**config.mk**
```make
export PLATFORM = sky130hd
export DESIGN_NAME = otp_auth_engine_flat
export DESIGN_NICKNAME = d
export VERILOG_FILES = /design/src/rtl/otp_auth_engine_pkg.sv /design/src/rtl/otp_auth_engine_if.sv /design/src/rtl/otp_auth_engine_lfsr.sv /design/src/rtl/otp_auth_engine.sv /design/src/flat_wrapper.sv
export SDC_FILE = /design/constraint.sdc
export NUM_CORES = 1
export LEC_CHECK = 0
export CORE_ASPECT_RATIO = 1.2
export CORE_MARGIN = 2
export CORE_UTILIZATION = 54
export CTS_BUF_LIST = sky130_fd_sc_hd__clkbuf_8
export CTS_CLUSTER_DIAMETER = 150
export DETAILED_ROUTE_END_ITERATION = 8
export PLACE_DENSITY_LB_ADDON = 0.3
export SLEW_MARGIN = 20
export SYNTH_ARGS = -nofsm -noshare
export SYNTH_HDL_FRONTEND = slang
export SYNTH_SLANG_ARGS = --single-unit
```
**constraint.sdc**
```tcl
create_clock -name clk -period 4 [get_ports clk]
set_input_delay 1.2 -clock clk [delete_from_list [all_inputs] [get_ports clk]]
set_output_delay 1.2 -clock clk [all_outputs]
set_load 0.05 [all_outputs]
```
**src/rtl/otp_auth_engine_pkg.sv**
```systemverilog
// Shared types and constants for the OTP authentication engine.
// Contents:
//   state_t      - top-level FSM states
//   DEFAULT_SEED - LFSR reset/recovery value for the 16-bit default build
//   DEFAULT_TAPS - Galois feedback mask for the 16-bit default build
//   cnt_width()  - register width able to hold the values 0 .. n-1
package otp_auth_pkg;

    typedef enum logic [2:0] {
        IDLE,
        ENTRY,
        CHECK,
        PASS,
        FAIL,
        LOCKED
    } state_t;

    localparam logic [15:0] DEFAULT_SEED = 16'hACE1;
    localparam logic [15:0] DEFAULT_TAPS = 16'hB400;

    // Width of a counter that must reach n-1. Never returns 0, so a limit
    // of 1 still yields a legal one-bit register.
    function automatic int cnt_width(input int n);
        return (n <= 1) ? 1 : $clog2(n);
    endfunction

endpackage

```
**src/rtl/otp_auth_engine_if.sv**
```systemverilog
// Handshake/status bundle between the pad-level wrapper and the engine.
// Signals:
//   user_in     - nibble the user is entering
//   otp_latch   - level; a rise requests a new OTP
//   user_latch  - level; a rise commits user_in as the next digit
//   otp_value   - current OTP, MS nibble = first digit (0 when none valid)
//   entry_value - digits entered so far, left-aligned
//   digit_cnt   - number of digits entered
//   tries_used  - failed attempts since the last pass/unlock
//   pass/fail/locked - result flags
// Modports: master (wrapper side), slave (engine side).
interface otp_auth_engine_if
    import otp_auth_pkg::*;
#(
    parameter int DIGITS    = 4,
    parameter int MAX_TRIES = 3
);
    localparam int CNT_W = cnt_width(DIGITS + 1);
    localparam int TRY_W = cnt_width(MAX_TRIES + 1);

    logic [3:0]          user_in;
    logic                otp_latch;
    logic                user_latch;
    logic [4*DIGITS-1:0] otp_value;
    logic [4*DIGITS-1:0] entry_value;
    logic [CNT_W-1:0]    digit_cnt;
    logic [TRY_W-1:0]    tries_used;
    logic                pass;
    logic                fail;
    logic                locked;

    modport master (
        output user_in, otp_latch, user_latch,
        input  otp_value, entry_value, digit_cnt, tries_used, pass, fail, locked
    );

    modport slave (
        input  user_in, otp_latch, user_latch,
        output otp_value, entry_value, digit_cnt, tries_used, pass, fail, locked
    );

endinterface

```
**src/rtl/otp_auth_engine_lfsr.sv**
```systemverilog
// Free-running right-shifting Galois LFSR.
// Ports:
//   clk   - clock, rising edge
//   reset - asynchronous, active-high; loads SEED
//   q     - current register value
// The register steps every cycle. An all-zero state (only reachable through
// an upset, since the seed is nonzero) reloads SEED on the next edge.
module galois_lfsr
    import otp_auth_pkg::*;
#(
    parameter int           W    = 16,
    parameter logic [W-1:0] TAPS = W'(DEFAULT_TAPS),
    parameter logic [W-1:0] SEED = W'(DEFAULT_SEED)
) (
    input  logic         clk,
    input  logic         reset,
    output logic [W-1:0] q
);

    logic [W-1:0] lfsr_q;
    logic [W-1:0] lfsr_d;

    always_comb begin
        lfsr_d = lfsr_q >> 1;
        if (lfsr_q == '0) begin
            lfsr_d = SEED;
        end else if (lfsr_q[0]) begin
            lfsr_d = (lfsr_q >> 1) ^ TAPS;
        end
    end

    always_ff @(posedge clk or posedge reset) begin
        if (reset) begin
            lfsr_q <= SEED;
        end else begin
            lfsr_q <= lfsr_d;
        end
    end

    assign q = lfsr_q;

endmodule

```
**src/rtl/otp_auth_engine.sv**
```systemverilog
// One-time-passcode authentication engine.
// Ports:
//   clk   - clock, rising edge
//   reset - asynchronous, active-high
//   bus   - otp_auth_engine_if.slave: latch inputs, digit input, OTP/entry
//           values, digit/attempt counters and pass/fail/locked flags
// A free-running LFSR supplies the OTP on an otp_latch rise; the user keys
// DIGITS nibbles on user_latch rises, the entry is compared in CHECK, and
// MAX_TRIES consecutive failures (mismatch or entry timeout) lock the block
// for LOCK_CYC cycles.
module otp_auth_engine
    import otp_auth_pkg::*;
#(
    parameter int                DIGITS      = 4,
    parameter int                LFSR_W      = 16,
    parameter logic [LFSR_W-1:0] LFSR_TAPS   = LFSR_W'(DEFAULT_TAPS),
    parameter logic [LFSR_W-1:0] SEED        = LFSR_W'(DEFAULT_SEED),
    parameter int                MAX_TRIES   = 3,
    parameter int                TIMEOUT_CYC = 1000000,
    parameter int                LOCK_CYC    = 5000000
) (
    input logic               clk,
    input logic               reset,
    otp_auth_engine_if.slave  bus
);

    localparam int OTP_W = 4 * DIGITS;
    localparam int CNT_W = cnt_width(DIGITS + 1);
    localparam int TRY_W = cnt_width(MAX_TRIES + 1);
    localparam int TMR_W = cnt_width(TIMEOUT_CYC);
    localparam int LCK_W = cnt_width(LOCK_CYC);

    localparam logic [CNT_W-1:0] LAST_DIGIT = CNT_W'(DIGITS - 1);
    localparam logic [TRY_W-1:0] TRY_LIMIT  = TRY_W'(MAX_TRIES);
    localparam logic [TMR_W-1:0] TMR_LAST   = TMR_W'(TIMEOUT_CYC - 1);
    localparam logic [LCK_W-1:0] LCK_LAST   = LCK_W'(LOCK_CYC - 1);

    logic [LFSR_W-1:0] lfsr_q;

    galois_lfsr #(
        .W    (LFSR_W),
        .TAPS (LFSR_TAPS),
        .SEED (SEED)
    ) u_lfsr (
        .clk   (clk),
        .reset (reset),
        .q     (lfsr_q)
    );

    state_t           state_q, state_d;
    logic [OTP_W-1:0] otp_q, otp_d;
    logic [OTP_W-1:0] entry_q, entry_d;
    logic [CNT_W-1:0] cnt_q, cnt_d;
    logic [TRY_W-1:0] tries_q, tries_d;
    logic [TMR_W-1:0] tmr_q, tmr_d;
    logic [LCK_W-1:0] lck_q, lck_d;
    logic             force_fail_q, force_fail_d;
    logic             otp_latch_q, user_latch_q;

    logic             otp_rise;
    logic             user_rise;
    logic [TRY_W-1:0] tries_inc;

    // Rise = level high now, low at the previous edge. The delayed copies
    // update in every state, so a latch held high through LOCKED -> IDLE
    // is not seen as a new request.
    assign otp_rise  = bus.otp_latch  & ~otp_latch_q;
    assign user_rise = bus.user_latch & ~user_latch_q;
    assign tries_inc = tries_q + TRY_W'(1);

    always_ff @(posedge clk or posedge reset) begin
        if (reset) begin
            state_q      <= IDLE;
            otp_q        <= '0;
            entry_q      <= '0;
            cnt_q        <= '0;
            tries_q      <= '0;
            tmr_q        <= '0;
            lck_q        <= '0;
            force_fail_q <= 1'b0;
            otp_latch_q  <= 1'b0;
            user_latch_q <= 1'b0;
        end else begin
            state_q      <= state_d;
            otp_q        <= otp_d;
            entry_q      <= entry_d;
            cnt_q        <= cnt_d;
            tries_q      <= tries_d;
            tmr_q        <= tmr_d;
            lck_q        <= lck_d;
            force_fail_q <= force_fail_d;
            otp_latch_q  <= bus.otp_latch;
            user_latch_q <= bus.user_latch;
        end
    end

    always_comb begin
        state_d      = state_q;
        otp_d        = otp_q;
        entry_d      = entry_q;
        cnt_d        = cnt_q;
        tries_d      = tries_q;
        tmr_d        = tmr_q;
        lck_d        = lck_q;
        force_fail_d = force_fail_q;

        case (state_q)
            IDLE, PASS, FAIL: begin
                // tries_q is deliberately left alone so FAIL history carries
                // into the next attempt.
                if (otp_rise) begin
                    otp_d        = lfsr_q[OTP_W-1:0];
                    entry_d      = '0;
                    cnt_d        = '0;
                    tmr_d        = '0;
                    force_fail_d = 1'b0;
                    state_d      = ENTRY;
                end
            end

            ENTRY: begin
                // A digit always wins over both a simultaneous otp_latch rise
                // (ignored here) and a timeout on the same edge.
                if (user_rise) begin
                    for (int i = 0; i < DIGITS; i++) begin
                        if (cnt_q == CNT_W'(i)) begin
                            entry_d[4*(DIGITS-1-i) +: 4] = bus.user_in;
                        end
                    end
                    cnt_d = cnt_q + CNT_W'(1);
                    tmr_d = '0;
                    if (cnt_q == LAST_DIGIT) begin
                        state_d = CHECK;
                    end
                end else if (tmr_q == TMR_LAST) begin
                    force_fail_d = 1'b1;
                    state_d      = CHECK;
                end else begin
                    tmr_d = tmr_q + TMR_W'(1);
                end
            end

            CHECK: begin
                if ((entry_q == otp_q) && !force_fail_q) begin
                    tries_d = '0;
                    state_d = PASS;
                end else if (tries_inc == TRY_LIMIT) begin
                    // Drop the stale code and entry so nothing leaks once
                    // the lock expires and the block returns to IDLE.
                    tries_d = tries_inc;
                    otp_d   = '0;
                    entry_d = '0;
                    cnt_d   = '0;
                    lck_d   = '0;
                    state_d = LOCKED;
                end else begin
                    tries_d = tries_inc;
                    state_d = FAIL;
                end
            end

            LOCKED: begin
                if (lck_q == LCK_LAST) begin
                    tries_d = '0;
                    state_d = IDLE;
                end else begin
                    lck_d = lck_q + LCK_W'(1);
                end
            end

            default: begin
                state_d = IDLE;
            end
        endcase
    end

    assign bus.otp_value   = (state_q == LOCKED) ? '0 : otp_q;
    assign bus.entry_value = (state_q == LOCKED) ? '0 : entry_q;
    assign bus.digit_cnt   = cnt_q;
    assign bus.tries_used  = tries_q;
    assign bus.pass        = (state_q == PASS);
    assign bus.fail        = (state_q == FAIL);
    assign bus.locked      = (state_q == LOCKED);

endmodule

```
**src/flat_wrapper.sv**
```systemverilog
// flat-port wrapper written by rule: the top's interface ports become plain ports
module otp_auth_engine_flat import otp_auth_pkg::*;
#(
    parameter int                DIGITS      = 4,
    parameter int                LFSR_W      = 16,
    parameter logic [LFSR_W-1:0] LFSR_TAPS   = LFSR_W'(DEFAULT_TAPS),
    parameter logic [LFSR_W-1:0] SEED        = LFSR_W'(DEFAULT_SEED),
    parameter int                MAX_TRIES   = 3,
    parameter int                TIMEOUT_CYC = 1000000,
    parameter int                LOCK_CYC    = 5000000
)
  (clk, reset, bus_user_in, bus_otp_latch, bus_user_latch, bus_otp_value, bus_entry_value, bus_digit_cnt, bus_tries_used, bus_pass, bus_fail, bus_locked);
  otp_auth_engine_if #(.DIGITS(DIGITS), .MAX_TRIES(MAX_TRIES)) bus_i ();
  input logic clk;
  input logic reset;
  input wire logic [$bits(bus_i.user_in)-1:0] bus_user_in;
  input wire logic [$bits(bus_i.otp_latch)-1:0] bus_otp_latch;
  input wire logic [$bits(bus_i.user_latch)-1:0] bus_user_latch;
  output wire logic [$bits(bus_i.otp_value)-1:0] bus_otp_value;
  output wire logic [$bits(bus_i.entry_value)-1:0] bus_entry_value;
  output wire logic [$bits(bus_i.digit_cnt)-1:0] bus_digit_cnt;
  output wire logic [$bits(bus_i.tries_used)-1:0] bus_tries_used;
  output wire logic [$bits(bus_i.pass)-1:0] bus_pass;
  output wire logic [$bits(bus_i.fail)-1:0] bus_fail;
  output wire logic [$bits(bus_i.locked)-1:0] bus_locked;
  assign bus_i.user_in = bus_user_in;
  assign bus_i.otp_latch = bus_otp_latch;
  assign bus_i.user_latch = bus_user_latch;
  assign bus_otp_value = bus_i.otp_value;
  assign bus_entry_value = bus_i.entry_value;
  assign bus_digit_cnt = bus_i.digit_cnt;
  assign bus_tries_used = bus_i.tries_used;
  assign bus_pass = bus_i.pass;
  assign bus_fail = bus_i.fail;
  assign bus_locked = bus_i.locked;
  otp_auth_engine #(.DIGITS(DIGITS), .LFSR_W(LFSR_W), .LFSR_TAPS(LFSR_TAPS), .SEED(SEED), .MAX_TRIES(MAX_TRIES), .TIMEOUT_CYC(TIMEOUT_CYC), .LOCK_CYC(LOCK_CYC)) u_core (.clk(clk), .reset(reset), .bus(bus_i));
endmodule
```
## Word level (Yosys, flattened, before mapping)

Cells that the tools add are included.

| word-level totals | value |
|---|---|
| flip-flop bits (word level) | 102 |
| input bits | 8 |
| output and inout bits | 40 |
| logic and storage cells | 114 |

| operators by class | value |
|---|---|
| $add $sub $neg | 4 |
| equality and inequality tests | 27 |
| mux-type cells | 43 |
| bitwise logic cells | 5 |
| reduce and logical (&&, ||, !) cells | 21 |

Operators by type and width:

| kind | number |
|---|---|
| $mux W16 | 9 |
| $mux W23 | 3 |
| $mux W20 | 3 |
| $pmux W16 S3 | 1 |
| $pmux W23 S2 | 1 |
| $pmux W20 S2 | 1 |
| $pmux W16 S2 | 1 |
| $mux W3 | 10 |
| $reduce_and A6 Y1 | 4 |
| $add A23 B1 Y23 const B | 1 |
| $eq A23 B23 Y1 const B | 1 |
| $add A20 B1 Y20 const B | 1 |
| $eq A20 B20 Y1 const B | 1 |
| $ne A2 B1 Y1 const B | 9 |
| $eq A16 B16 Y1 | 1 |
| $logic_not A16 Y1 | 1 |
| $mux W4 | 4 |
| $reduce_and A4 Y1 | 4 |
| $eq A3 B2 Y1 const B | 4 |
| $pmux W3 S4 | 1 |
| $pmux W3 S3 | 1 |
| $eq A3 B1 Y1 const B | 2 |
| $eq A3 B3 Y1 const B | 2 |
| $logic_not A3 Y1 | 2 |
| other kinds (22) | 32 |

## Longest topological paths before layout

Gate-level depths: netlist of run 1.

| logic depth | value |
|---|---|
| depth in word-level cells | 5 |
| depth in mapped cells | 9 |
| mapped depth without buffers | 7 |

## Hierarchy

Synthesis of run 1 repeated with hierarchy kept, for this count alone.

| second synthesis, totals | value |
|---|---|
| cells, all modules | 548 |
| area total of the unflattened synthesis | 5537.8 um^2 |

Modules (own cells, without submodules):

| module | instances | cells an instance | area an instance (um^2) | sequential area each (um^2) |
|---|---|---|---|---|
| otp_auth_engine | 1 | 499 | 4864.7 | 2152.1 |
| galois_lfsr | 1 | 49 | 673.1 | 410.4 |

## Worst setup path after synthesis of run 1

No wires, ideal clock.

| timing path | value |
|---|---|
| path type | register to output |
| from | register u_core.state_q[0] |
| to | output bus_locked |
| data arrival time | 1.737 ns |
| data required time | 2.800 ns |
| slack | 1.063 ns |
| stages on the path, launching flop included | 6 |
| path buffers | 2 |
| cell sequence | dfrtp_1 -> clkbuf_1 -> nor2b_1 -> nand2_1 -> inv_1 -> clkbuf_1 |

| between the ends | value |
|---|---|
| longest elaborated chain between the ends | 1 |

RTL lines:

| element | RTL line | RTL |
|---|---|---|
| start, declared | otp_auth_engine.sv:50 | `state_t state_q, state_d;` |
| start signal, assigned | otp_auth_engine.sv:84 | `state_q <= state_d;` |
| $eq A3 B3 Y1 | otp_auth_engine.sv:183 | `assign bus.locked = (state_q == LOCKED);` |
| end, declared | flat_wrapper.sv:25 | `output wire logic [$bits(bus_i.locked)-1:0] bus_locked;` |

No other way between the ends.

## Final worst setup path of run 1

| timing path | value |
|---|---|
| from | register u_core.state_q[1] |
| to | output bus_otp_value[6] |

| between the ends | value |
|---|---|
| longest elaborated chain between the ends | 2 |

RTL lines:

| element | RTL line | RTL |
|---|---|---|
| $eq A3 B3 Y1 | otp_auth_engine.sv:177 | `assign bus.otp_value = (state_q == LOCKED) ? '0 : otp_q;` |
| $mux W16 | otp_auth_engine.sv:177 |  |
| end, declared | flat_wrapper.sv:19 | `output wire logic [$bits(bus_i.otp_value)-1:0] bus_otp_value;` |

No other way between the ends.

==> impl_metrics.env, run 1 <==
export IMPL_status="completed"
export IMPL_powerDensity_nw_per_um2=649
export IMPL_final_hold_viol_count=0
export IMPL_finalWorstSetupSlack_ps=309
export IMPL_critPathCaptureType="output port"
export IMPL_insertion_delay_ps=380
export IMPL_min_path_type="register to register"
export IMPL_remaining_drc_errors=0
export IMPL_synth_seq_cells=102
export IMPL_avgViaCountPerCell=5.95
export IMPL_finalCritPeriodShare=0.923
export IMPL_grt_pass1_vias=4031
export IMPL_ant_nets=0
export IMPL_die_w_um=93.9
export IMPL_leakage_nw=2.60
export IMPL_die_y_um=112
export IMPL_worst_ep_arrival_time_ps=2490
export IMPL_grt_pass1_wl_mm=20.3
export IMPL_finalInstanceArea_um2=6040
export IMPL_synth_edff_count=0
export IMPL_dp_hpwl_mm=8.46
export IMPL_grt_total_usage=0.240
export IMPL_pre_cts_slack_ps=481
export IMPL_antenna_found_initial=0
export IMPL_cp_start_kind="register"
export IMPL_syn2layout_area_growth_pct=15.3
export IMPL_die_area_um2=10500
export IMPL_syn_nets=545
export IMPL_drtPass1Iterations=5
export IMPL_gp_congestion=0.884
export IMPL_num_vias=4156
export IMPL_grt_max_degree=62
export IMPL_cts_tree="built"
export IMPL_tightest_slew_ps=820
export IMPL_cts_buffer_depth=2
export IMPL_cts_sinks=102
export IMPL_diodes=0
export IMPL_critPathRequiredTime_ps=2800
export IMPL_fp_row_count=39
export IMPL_layout_drive_gt1_share=0.0887
export IMPL_maxCapViolations=0
export IMPL_yosys_warnings=0
export IMPL_relSlewSlack=0.454
export IMPL_whs_ps=423
export IMPL_path_clk_slew_ps=120
export IMPL_drtIter0Drc=285
export IMPL_cts_root_buf="clkbuf_8"
export IMPL_path_class="register to output port"
export IMPL_fmax_mhz=271
export IMPL_clock_skew_ps=18.3
export IMPL_dpl_instance_area_um2=5830
export IMPL_synth_top_flop_cell="dfrtp_1"
export IMPL_ys_types=55
export IMPL_routed_wl_mm=11.8
export IMPL_synth_top_area_cell="dfrtp_1"
export IMPL_avgSynthCellArea_um2=9.91
export IMPL_final_setup_tns_ps=0
export IMPL_cts_htree_levels=3
export IMPL_synth_top_cell_area_share=0.449
export IMPL_io_buffers=47
export IMPL_final_setup_viol_count=0
export IMPL_io_pins=48
export IMPL_cts_buffers=9
export IMPL_fin_nets=586
export IMPL_yosysSeqAreaShare=0.489
export IMPL_syn_instance_count=529
export IMPL_ys_top_cells_by_area="dfrtp_1, and2_1, a22o_1"
export IMPL_async_flop_share=1.00
export IMPL_coreArea_um2=9470
export IMPL_rsz0062_at_grt="false"
export IMPL_grt_overflow_total=0
export IMPL_drv_slew=0
export IMPL_syn_area_um2=5240
export IMPL_routedWlPerCell_um=16.9
export IMPL_ir_drop_mv=0.413
export IMPL_crit_path_max_fanout=33
export IMPL_period_minus_slack_ps=3690
export IMPL_initial_utilization=0.554
metrics by stage:
step                      total power [W]  std cells  utilization
after floorplan                   0.00271        529            -
after global placement            0.00323        682        0.616
after detailed placement          0.00328        682        0.616
after CTS                         0.00394        698        0.638
after global routing              0.00414        698        0.638
final                             0.00392        698        0.638
area by class of cell:
class	count	area (um^2)
clock buffer	9	124
fill	757	3420
tap	123	154
inverter	14	55.1
multi-input combinational	387	2520
clock inverter	7	83.8
timing repair buffer	56	548
sequential	102	2560
synthesized netlist by cell type (4+ instances only):
master / number
nand2b_1: 11
nand2_1: 47
nor2b_1: 6
o21ai_0: 19
o2bb2ai_1: 12
and2_1: 37
clkbuf_1: 19
a31oi_1: 14
nor2_1: 34
inv_1: 14
buf_2: 4
dfrtp_1: 94
ha_1: 8
nor3b_1: 4
nand3_1: 23
nand4_1: 9
or2_2: 7
or3_1: 5
a22o_1: 26
xnor2_1: 15
nor3_1: 16
and3_1: 6
a21o_1: 5
xor2_1: 22
nor4b_1: 6
a21oi_1: 7
dfstp_2: 8
nor4_1: 10
cells in the final DEF, fill, tap and decap left out, types with 6 or more instances in the layout:
cell type / synthesis / layout
a21oi_1: 7 / 7
a22o_1: 26 / 26
a31oi_1: 14 / 14
and2_1: 37 / 37
and3_1: 6 / 6
buf_4: 3 / 9
clkbuf_8: 0 / 9
clkdlybuf4s50_1: 0 / 46
dfrtp_1: 94 / 94
dfstp_2: 8 / 8
ha_1: 8 / 8
inv_1: 14 / 13
nand2_1: 47 / 46
nand2b_1: 11 / 11
nand3_1: 23 / 23
nand4_1: 9 / 9
nor2_1: 34 / 34
nor2b_1: 6 / 6
nor3_1: 16 / 16
nor4_1: 10 / 10
nor4b_1: 6 / 6
o21ai_0: 19 / 19
o2bb2ai_1: 12 / 12
or2_2: 7 / 7
xnor2_1: 15 / 15
xor2_1: 22 / 22
layer usage:
metal | track usage | share of wire
met1 | 0.354 | 0.46
met2 | 0.368 | 0.48
met3 | 0.0318 | 0.041
met4 | 0.0773 | 0.019
met5 | 0 | 0
cells by family (layout without fill, tap and decap cells):
kind of cell | Yosys count | count (layout) | synth area share
AO/OA/AOI/OAI | 107 | 107 | 0.155
flip-flops | 102 | 102 | 0.489
XOR/XNOR | 37 | 37 | 0.0618
buffers and inverters | 40 | 86 | 0.0317
multiplexers | 2 | 2 | 0.00406
adder cells (fa/ha/maj) | 8 | 8 | 0.0191
AND/OR/NAND/NOR | 233 | 233 | 0.240
flip-flops by register name, summed over array words and instances (netlist names), 2 cells and up:
register,count
u_core.otp_q,16
u_core.bus.digit_cnt,3
u_core.state_q,3
u_core.bus.tries_used,2
u_core.tmr_q,20
u_core.lck_q,23
u_core.u_lfsr.q,16
u_core.entry_q,16
final timing paths:
path                                     start                 end  slack (ps)  cells past startpoint
max in group asynchronous                reset  u_core.u_lfsr.q[5]        2070                      3
min in group asynchronous                reset    u_core.lck_q[13]        1210                      2
max                          u_core.state_q[1]    bus_otp_value[6]         310                      4
min                        u_core.u_lfsr.q[10]  u_core.u_lfsr.q[9]         420                      0
min reg2reg                u_core.u_lfsr.q[10]  u_core.u_lfsr.q[9]         420                      0
max reg2reg                   u_core.lck_q[12]     u_core.lck_q[2]        1340                      5
worst max-delay path, stage by stage (launching register included):
cell and delay, ps:
dfrtp_1 580, nor2b_1 130, nand2_2 370, and2_1 190
clkdlybuf4s50_1 850
power by group:
| part | internal, W | leakage (nW) | switching [W] |
|---|---|---|---|
| clock network | 0.000251 | 0.104 | 0.000407 |
| registers | 0.00121 | 1.33 | 0.000233 |
| logic | 0.000680 | 1.17 | 0.00114 |
timing repair:
action	4_1_cts	5_1_grt
hold buffers	0	0
setup endpoints to repair	0	32
endpoints found under the hold margin	0	0
setup buffers	0	0
resized for setup	0	1
(Power assumes the default switching activity.)
==> run 2, diff against run 1 <==
GPL_ROUTABILITY_DRIVEN = 0   (was default)
==> results of run 2 <==
The final DEF is identical to that of run 1; final timing and power are the same.
